File: config.mk
export PLATFORM = sky130hd
export DESIGN_NAME = uart_xcvr
export DESIGN_NICKNAME = d
export VERILOG_FILES = /design/src/rtl/uart_xcvr.sv
export SDC_FILE = /design/constraint.sdc
export NUM_CORES = 1
export LEC_CHECK = 0
export CAP_MARGIN = 15
export CORE_UTILIZATION = 59
export DETAILED_ROUTE_END_ITERATION = 7
export PLACE_DENSITY = 0.81
export REMOVE_ABC_BUFFERS = 1
export SETUP_SLACK_MARGIN = 0.1
export SYNTH_ARGS = -nofsm -noshare
export SYNTH_HDL_FRONTEND = slang
export SYNTH_SLANG_ARGS = --single-unit
export TNS_END_PERCENT = 20
File: constraint.sdc
create_clock -name CLK -period 6.9 [get_ports CLK]
set_input_delay 2.07 -clock CLK [delete_from_list [all_inputs] [get_ports CLK]]
set_output_delay 2.07 -clock CLK [all_outputs]
set_load 0.02 [all_outputs]
File: src/rtl/uart_xcvr.sv
// UART transceiver: shared 16x oversample tick, TX and RX FSMs, a single-entry RX holding register
// with parity/framing/overrun flags, and an optional echo of good received frames back out on txd.
module uart_xcvr #(
   parameter int DIV       = 2604,
   parameter int DATA_BITS = 8,
   parameter int PARITY    = 0,
   parameter int STOP_BITS = 1
) (
   input  logic                 CLK,
   input  logic                 rst_p,
   input  logic                 rxd,
   output logic                 txd,
   input  logic                 tx_valid,
   input  logic [DATA_BITS-1:0] tx_data,
   output logic                 tx_ready,
   output logic                 rx_valid,
   input  logic                 rx_ready,
   output logic [DATA_BITS-1:0] rx_data,
   output logic                 rx_perr,
   output logic                 rx_ferr,
   output logic                 rx_overrun,
   input  logic                 echo_en,
   output logic                 tick_16x
);
   localparam int CW = (DIV > 1) ? $clog2(DIV) : 1;
   localparam logic [CW-1:0] DIV_LAST  = CW'(DIV - 1);
   localparam logic [CW-1:0] DIV_ONE   = CW'(1);
   localparam logic [3:0]    DATA_LAST = 4'(DATA_BITS - 1);
   localparam logic [3:0]    STOP_LAST = 4'(STOP_BITS - 1);
   localparam logic          PAR_EN    = (PARITY != 0);
   localparam logic          PAR_ODD   = (PARITY == 1);

   localparam logic [2:0] TX_IDLE  = 3'd0;
   localparam logic [2:0] TX_WAIT  = 3'd1;
   localparam logic [2:0] TX_START = 3'd2;
   localparam logic [2:0] TX_DATA  = 3'd3;
   localparam logic [2:0] TX_PAR   = 3'd4;
   localparam logic [2:0] TX_STOP  = 3'd5;

   localparam logic [2:0] RX_IDLE  = 3'd0;
   localparam logic [2:0] RX_START = 3'd1;
   localparam logic [2:0] RX_DATA  = 3'd2;
   localparam logic [2:0] RX_PAR   = 3'd3;
   localparam logic [2:0] RX_STOP  = 3'd4;

   // ---------------- oversample tick ----------------
   logic [CW-1:0] div_cnt_reg;
   logic          tick;

   always_ff @(posedge CLK or posedge rst_p) begin
      if (rst_p)
         div_cnt_reg <= '0;
      else if (div_cnt_reg == DIV_LAST)
         div_cnt_reg <= '0;
      else
         div_cnt_reg <= div_cnt_reg + DIV_ONE;
   end

   assign tick     = (div_cnt_reg == DIV_LAST);
   assign tick_16x = tick;

   // ---------------- receiver ----------------
   logic [1:0]           sync_reg;
   logic                 rx_s;
   logic [2:0]           rx_state_reg, rx_state_next;
   logic [3:0]           rx_tcnt_reg, rx_tcnt_next;
   logic [3:0]           rx_bit_reg, rx_bit_next;
   logic [DATA_BITS-1:0] rx_shift_reg, rx_shift_next;
   logic                 rx_par_reg, rx_par_next;
   logic                 rx_ferr_acc_reg, rx_ferr_acc_next;
   logic                 rx_done;
   logic                 rx_sample;
   logic                 rx_ferr_now, rx_perr_now, rx_good;

   assign rx_s      = sync_reg[1];
   assign rx_sample = tick && (rx_tcnt_reg == 4'd15);

   always_comb begin
      rx_state_next    = rx_state_reg;
      rx_tcnt_next     = rx_tcnt_reg;
      rx_bit_next      = rx_bit_reg;
      rx_shift_next    = rx_shift_reg;
      rx_par_next      = rx_par_reg;
      rx_ferr_acc_next = rx_ferr_acc_reg;
      rx_done          = 1'b0;
      if (tick && rx_state_reg != RX_IDLE)
         rx_tcnt_next = rx_tcnt_reg + 4'd1;
      case (rx_state_reg)
         RX_IDLE: begin
            if (tick && !rx_s) begin
               rx_state_next = RX_START;
               rx_tcnt_next  = 4'd0;
            end
         end
         RX_START: begin
            // Half a bit after the falling edge: confirm the start bit, otherwise it was a glitch
            if (tick && rx_tcnt_reg == 4'd7) begin
               rx_tcnt_next = 4'd0;
               if (!rx_s) begin
                  rx_state_next    = RX_DATA;
                  rx_bit_next      = 4'd0;
                  rx_ferr_acc_next = 1'b0;
               end else begin
                  rx_state_next = RX_IDLE;
               end
            end
         end
         RX_DATA: begin
            if (rx_sample) begin
               rx_shift_next = {rx_s, rx_shift_reg[DATA_BITS-1:1]};
               if (rx_bit_reg == DATA_LAST) begin
                  rx_state_next = PAR_EN ? RX_PAR : RX_STOP;
                  rx_bit_next   = 4'd0;
               end else begin
                  rx_bit_next = rx_bit_reg + 4'd1;
               end
            end
         end
         RX_PAR: begin
            if (rx_sample) begin
               rx_par_next   = rx_s;
               rx_state_next = RX_STOP;
               rx_bit_next   = 4'd0;
            end
         end
         RX_STOP: begin
            if (rx_sample) begin
               rx_ferr_acc_next = rx_ferr_acc_reg | ~rx_s;
               if (rx_bit_reg == STOP_LAST) begin
                  rx_done       = 1'b1;
                  rx_state_next = RX_IDLE;
               end else begin
                  rx_bit_next = rx_bit_reg + 4'd1;
               end
            end
         end
         default: rx_state_next = RX_IDLE;
      endcase
   end

   assign rx_ferr_now = rx_ferr_acc_reg | ~rx_s;
   assign rx_perr_now = PAR_EN && (rx_par_reg != ((^rx_shift_reg) ^ PAR_ODD));
   assign rx_good     = !rx_ferr_now && !rx_perr_now;

   always_ff @(posedge CLK or posedge rst_p) begin
      if (rst_p) begin
         sync_reg        <= 2'b11;
         rx_state_reg    <= RX_IDLE;
         rx_tcnt_reg     <= 4'd0;
         rx_bit_reg      <= 4'd0;
         rx_shift_reg    <= '0;
         rx_par_reg      <= 1'b0;
         rx_ferr_acc_reg <= 1'b0;
      end else begin
         sync_reg        <= {sync_reg[0], rxd};
         rx_state_reg    <= rx_state_next;
         rx_tcnt_reg     <= rx_tcnt_next;
         rx_bit_reg      <= rx_bit_next;
         rx_shift_reg    <= rx_shift_next;
         rx_par_reg      <= rx_par_next;
         rx_ferr_acc_reg <= rx_ferr_acc_next;
      end
   end

   // Holding register: a completion always wins; overrun only if the old word was never consumed
   always_ff @(posedge CLK or posedge rst_p) begin
      if (rst_p) begin
         rx_valid   <= 1'b0;
         rx_data    <= '0;
         rx_perr    <= 1'b0;
         rx_ferr    <= 1'b0;
         rx_overrun <= 1'b0;
      end else if (rx_done) begin
         rx_valid   <= 1'b1;
         rx_data    <= rx_shift_reg;
         rx_perr    <= rx_perr_now;
         rx_ferr    <= rx_ferr_now;
         rx_overrun <= rx_valid && !rx_ready;
      end else if (rx_valid && rx_ready) begin
         rx_valid   <= 1'b0;
         rx_overrun <= 1'b0;
      end
   end

   // ---------------- transmitter ----------------
   logic [2:0]           tx_state_reg, tx_state_next;
   logic [3:0]           tx_tcnt_reg, tx_tcnt_next;
   logic [3:0]           tx_bit_reg, tx_bit_next;
   logic [DATA_BITS-1:0] tx_shift_reg, tx_shift_next;
   logic                 tx_par_reg, tx_par_next;
   logic                 txd_reg, txd_next;
   logic                 run_reg;
   logic                 tx_load;
   logic [DATA_BITS-1:0] tx_load_data;
   logic                 tx_bit_end;

   assign tx_ready   = run_reg && (tx_state_reg == TX_IDLE) && !echo_en;
   assign tx_bit_end = tick && (tx_tcnt_reg == 4'd15);
   assign txd        = txd_reg;

   always_comb begin
      tx_state_next = tx_state_reg;
      tx_tcnt_next  = tx_tcnt_reg;
      tx_bit_next   = tx_bit_reg;
      tx_shift_next = tx_shift_reg;
      tx_par_next   = tx_par_reg;
      tx_load       = 1'b0;
      tx_load_data  = tx_data;
      // echo_en only matters while idle, so a frame in flight always completes
      if (tx_state_reg == TX_IDLE) begin
         if (echo_en) begin
            if (rx_done && rx_good) begin
               tx_load      = 1'b1;
               tx_load_data = rx_shift_reg;
            end
         end else if (tx_valid && tx_ready) begin
            tx_load = 1'b1;
         end
      end
      if (tick && tx_state_reg != TX_IDLE && tx_state_reg != TX_WAIT)
         tx_tcnt_next = tx_tcnt_reg + 4'd1;
      case (tx_state_reg)
         TX_IDLE: begin
            if (tx_load) begin
               tx_state_next = TX_WAIT;
               tx_shift_next = tx_load_data;
               tx_par_next   = (^tx_load_data) ^ PAR_ODD;
            end
         end
         TX_WAIT: begin
            if (tick) begin
               tx_state_next = TX_START;
               tx_tcnt_next  = 4'd0;
            end
         end
         TX_START: begin
            if (tx_bit_end) begin
               tx_state_next = TX_DATA;
               tx_bit_next   = 4'd0;
            end
         end
         TX_DATA: begin
            if (tx_bit_end) begin
               tx_shift_next = tx_shift_reg >> 1;
               if (tx_bit_reg == DATA_LAST) begin
                  tx_state_next = PAR_EN ? TX_PAR : TX_STOP;
                  tx_bit_next   = 4'd0;
               end else begin
                  tx_bit_next = tx_bit_reg + 4'd1;
               end
            end
         end
         TX_PAR: begin
            if (tx_bit_end) begin
               tx_state_next = TX_STOP;
               tx_bit_next   = 4'd0;
            end
         end
         TX_STOP: begin
            if (tx_bit_end) begin
               if (tx_bit_reg == STOP_LAST)
                  tx_state_next = TX_IDLE;
               else
                  tx_bit_next = tx_bit_reg + 4'd1;
            end
         end
         default: tx_state_next = TX_IDLE;
      endcase
      // Line level is registered from the next state so txd is glitch-free and aligned with the state
      case (tx_state_next)
         TX_START: txd_next = 1'b0;
         TX_DATA:  txd_next = tx_shift_next[0];
         TX_PAR:   txd_next = tx_par_next;
         default:  txd_next = 1'b1;
      endcase
   end

   always_ff @(posedge CLK or posedge rst_p) begin
      if (rst_p) begin
         tx_state_reg <= TX_IDLE;
         tx_tcnt_reg  <= 4'd0;
         tx_bit_reg   <= 4'd0;
         tx_shift_reg <= '0;
         tx_par_reg   <= 1'b0;
         txd_reg      <= 1'b1;
         run_reg      <= 1'b0;
      end else begin
         tx_state_reg <= tx_state_next;
         tx_tcnt_reg  <= tx_tcnt_next;
         tx_bit_reg   <= tx_bit_next;
         tx_shift_reg <= tx_shift_next;
         tx_par_reg   <= tx_par_next;
         txd_reg      <= txd_next;
         run_reg      <= 1'b1;
      end
   end

endmodule

# == Word-level counts from Yosys, hierarchy flattened ==
# Index checks and enable logic that the tools add are counted.
# totals
elab_cells,158
reg_bits,67
inputBits,14
# op_classes
n_reduce_logical,36
mux,63
n_eq_ne,33
addsub,5
bitwise_logic,2
# op_table
op,count
$mux 4,18
$mux 3,15
$mux 8,5
$ne 2x2->1 const B,13
$eq 3x2->1 const B,6
$pmux 3 s6,1
$add 4x1->4 const B,4
$pmux 4 s4,1
$pmux 8 s2,1
$mux 1,15
$pmux 3 s5,1
$reduce_and 7->1,2
$logic_and 1x1->1,13
$add 12x1->12 const B,1
$eq 12x12->1 const B,1
$eq 3x3->1 const B,4
$eq 4x3->1 const B,3
$mux 12,1
$pmux 4 s3,1
$reduce_bool 3->1,3
$eq 4x4->1 const B,2
$logic_not 4->1,2
$pmux 4 s2,1
$reduce_xor 8->1,1
17 further kinds,24

# == Logic depth before layout (Yosys ltp) ==
# logic_depth
ltp_word,12
depth_mapped,9

# == Worst setup path after synthesis ==
# No wires, ideal clock.
# synth_path
path_type,in2out
startpoint,input port echo_en
endpoint,output port tx_ready
setup_slack_ns,2.405
stages,1
arrival_time_ns,2.425
cell_sequence,nor3b_2
# synth_via
elab_chain_cells,2
# synth_rtl
element,line_no,text
from (decl),22,"input logic echo_en,"
$logic_not 1->1,197,assign tx_ready = run_reg && (tx_state_reg == TX_IDLE) && !echo_en;
$logic_and 1x1->1,197,
to (decl),15,"output logic tx_ready,"
# Every way passes these cells.

# == Worst setup path in the final report ==
# Ends and elaborated chain as after synthesis.

==> impl_metrics.yaml <==
worst_setup_path:
  critPathCaptureType: "primary output"
  worstPathArrival_ns: 3.41
  r2r_slack_ns: 4.18
  cp.required_ns: 4.83
  crit_path_start_kind: "input pin"
  path_max_fanout: 2
  reg2reg_to: "txd"
  r2r-start: "rx_bit_reg[0]"
  rr_worst_depth: 8
  crit_type: "in2out"
timing:
  finalClockSkew_ns: 0.00747
  setup_viol: 0
  hold_viol: 0
  timing.fmax_mhz: 183
  worst_pin_slew_ns: 0.819
  rsz0062_at_grt: "no"
  timing.slew.headroom: 0.454
  maxSlewViolCount: 0
  min_period_ns: 5.48
  period_share: 0.794
  tns_ns: 0
  setup_slack_ns: 1.42
detailed_routing:
  wl_per_cell_um: 14.7
  drcViolationCount: 0
  ant_nets: 0
  drt_iter0_markers: 165
  firstDrtPassIters: 4
  vias: 2605
  routed_via_density: 5.84
  wl_um: 6550
die:
  io_pins: 29
  rows: 27
  die_h_um: 79.4
  die_w_um: 79.4
  initial_core_util: 0.626
  core_area_um2: 5640
  die-area_um2: 6300
synth:
  ys_top_cells_by_count: "dfrtp_1 (64), nand2_1 (30), nor2_1 (20), o21ai_0 (20), xnor2_1 (20)"
  syn-cell-area_um2: 3530
  ys_ff_latch: 67
  yosys.cell_types.count: 61
  syn_area_per_cell_um2: 10.4
  synth-edff-count: 0
  yosys.area.top_type: "dfrtp_1"
  synth.top_cell.area_share: 0.453
  yosysMostFrequentCell: "dfrtp_1"
  yosysWarnings: 0
  postSynthCellCount: 341
  netlist_top_cells_area: "dfrtp_1 (45%), xnor2_1 (5.0%), mux2_2 (3.8%)"
  async_flop_share: 1.00
  synth_flop_cell: "dfrtp_1"
  seq_area_frac_synth: 0.476
placed_design:
  post-place-ws_ns: 1.40
  hpwl_um: 4300
  portBuffers: 27
  gp_congestion: 0.788
hold_path:
  min_to: "sync_reg[1]"
  whs_path_depth: 0
  hold_start: "sync_reg[0]"
  hp-class: "reg2reg"
pwr:
  ir_drop_mv: 0.126
  p_per_area_nw_per_um2: 186
  p_leak_uw: 0.00181
grt:
  track_usage: 0.235
  overflow: 0
  grt_pass1_wl_um: 11300
  antenna_found_initial: 0
  grt_pass1_vias: 2482
  grt_max_degree: 68
clock_tree:
  insertion_delay_ns: 0.33
  postCtsSetupBuffers: 0
  post_cts_resized: 0
  clock-sinks: 67
  cts_hold_buf: 0
  ctsHtreeMaxLevel: 3
  clk_pin_slew_ns: 0.07
  clockRootBuffer: "clkbuf_8"
  cts_buffers: 9
  cts_tree: "done"
  clockBufferDepth: 2
final_layout:
  final_util: 0.717
  layout.nets: 390
  largest_reg_flops: 12
  layout-drive-gt1-share: 0.123
  num_antenna_cells: 0
  area_growth_syn_to_layout_pct: 14.6
status:
  status: "completed"
run:
  cap_violations: 0
==> layer usage <==
layer | wire (um) | track usage | vias to the layer above | share of wire
li1 | - | - | 1270 | -
met1 | 3170 | 0.324 | 1289 | 0.48
met2 | 3120 | 0.360 | 42 | 0.48
met3 | 206 | 0.0423 | 4 | 0.031
met4 | 48 | 0.109 | 0 | 0.0073
met5 | 0 | 0 | - | 0
==> final cells by class <==
class	instances	area [um^2]
flip-flops and latches	67	1680
clock buffers	14	163
clock inverters	2	35.0
fillers	401	1600
repair buffers	29	285
inverters	17	63.8
well taps	72	90.1
multi-input cells	245	1730
==> where the power goes <==
| group | switching (uW) | leakage, uW | total (uW) | internal (uW) |
|---|---|---|---|---|
| clock network | 142 | 0.000101 | 329 | 187 |
| registers | 0.971 | 0.000903 | 395 | 394 |
| logic | 15.2 | 0.000809 | 28.1 | 12.9 |
==> cell families after synthesis <==
kind of cell / share of synthesized area
other: 0.00213
adder cells (fa/ha/maj): 0.0248
buffers and inverters: 0.0347
AND/OR/NAND/NOR: 0.202
multiplexers: 0.0542
XOR/XNOR: 0.0620
AO/OA/AOI/OAI: 0.145
flip-flops: 0.476
==> per-stage QoR <==
step                      hold slack, ns  total power (uW)  instances  instance area [um^2]
after floorplan                    0.345               418        329                  3470
after global placement             0.346               432        429                  3840
after detailed placement           0.348               432        429                  3840
after CTS                          0.358               757        445                  4040
after global routing               0.363               777        446                  4050
final                              0.356               752        446                  4050
==> critical path, cell delays in order <==
cell	delay [ns]
clkdlybuf4s50_1	0.45
nor3b_2	0.25
clkdlybuf4s50_1	0.64
==> how the worst max path moves through the flow <==
stage | startpoint | endpoint | slack [ns] | depth (start not counted)
3_3_place_gp | echo_en | tx_ready | 1.38 | 3
5_1_grt | echo_en | tx_ready | 1.36 | 3
2_1_floorplan | echo_en | tx_ready | 2.41 | 1
3_5_place_dp | echo_en | tx_ready | 1.40 | 3
4_1_cts | echo_en | tx_ready | 1.40 | 3
6_report | echo_en | tx_ready | 1.42 | 3
==> placed cells by master (no fill, tap or decap), types with 3 or more instances in the layout <==
cell              n
a21oi_1          16
and2_1            3
xnor2_1          20
a21o_1            3
a221o_1           6
nand2_1          30
clkdlybuf4s50_1  27
a22o_1           10
and3_1            8
nand2b_1         11
nand3_1          12
inv_1            15
a31oi_1           3
dfrtp_1          64
dfstp_2           3
nor2_1           20
ha_1              7
nor2b_1           3
clkbuf_8         11
clkbuf_1          3
xor2_1            5
nor3_1            5
mux2_1            5
o21ai_0          20
mux2_2           12
Power figures use the tool's default switching activity.
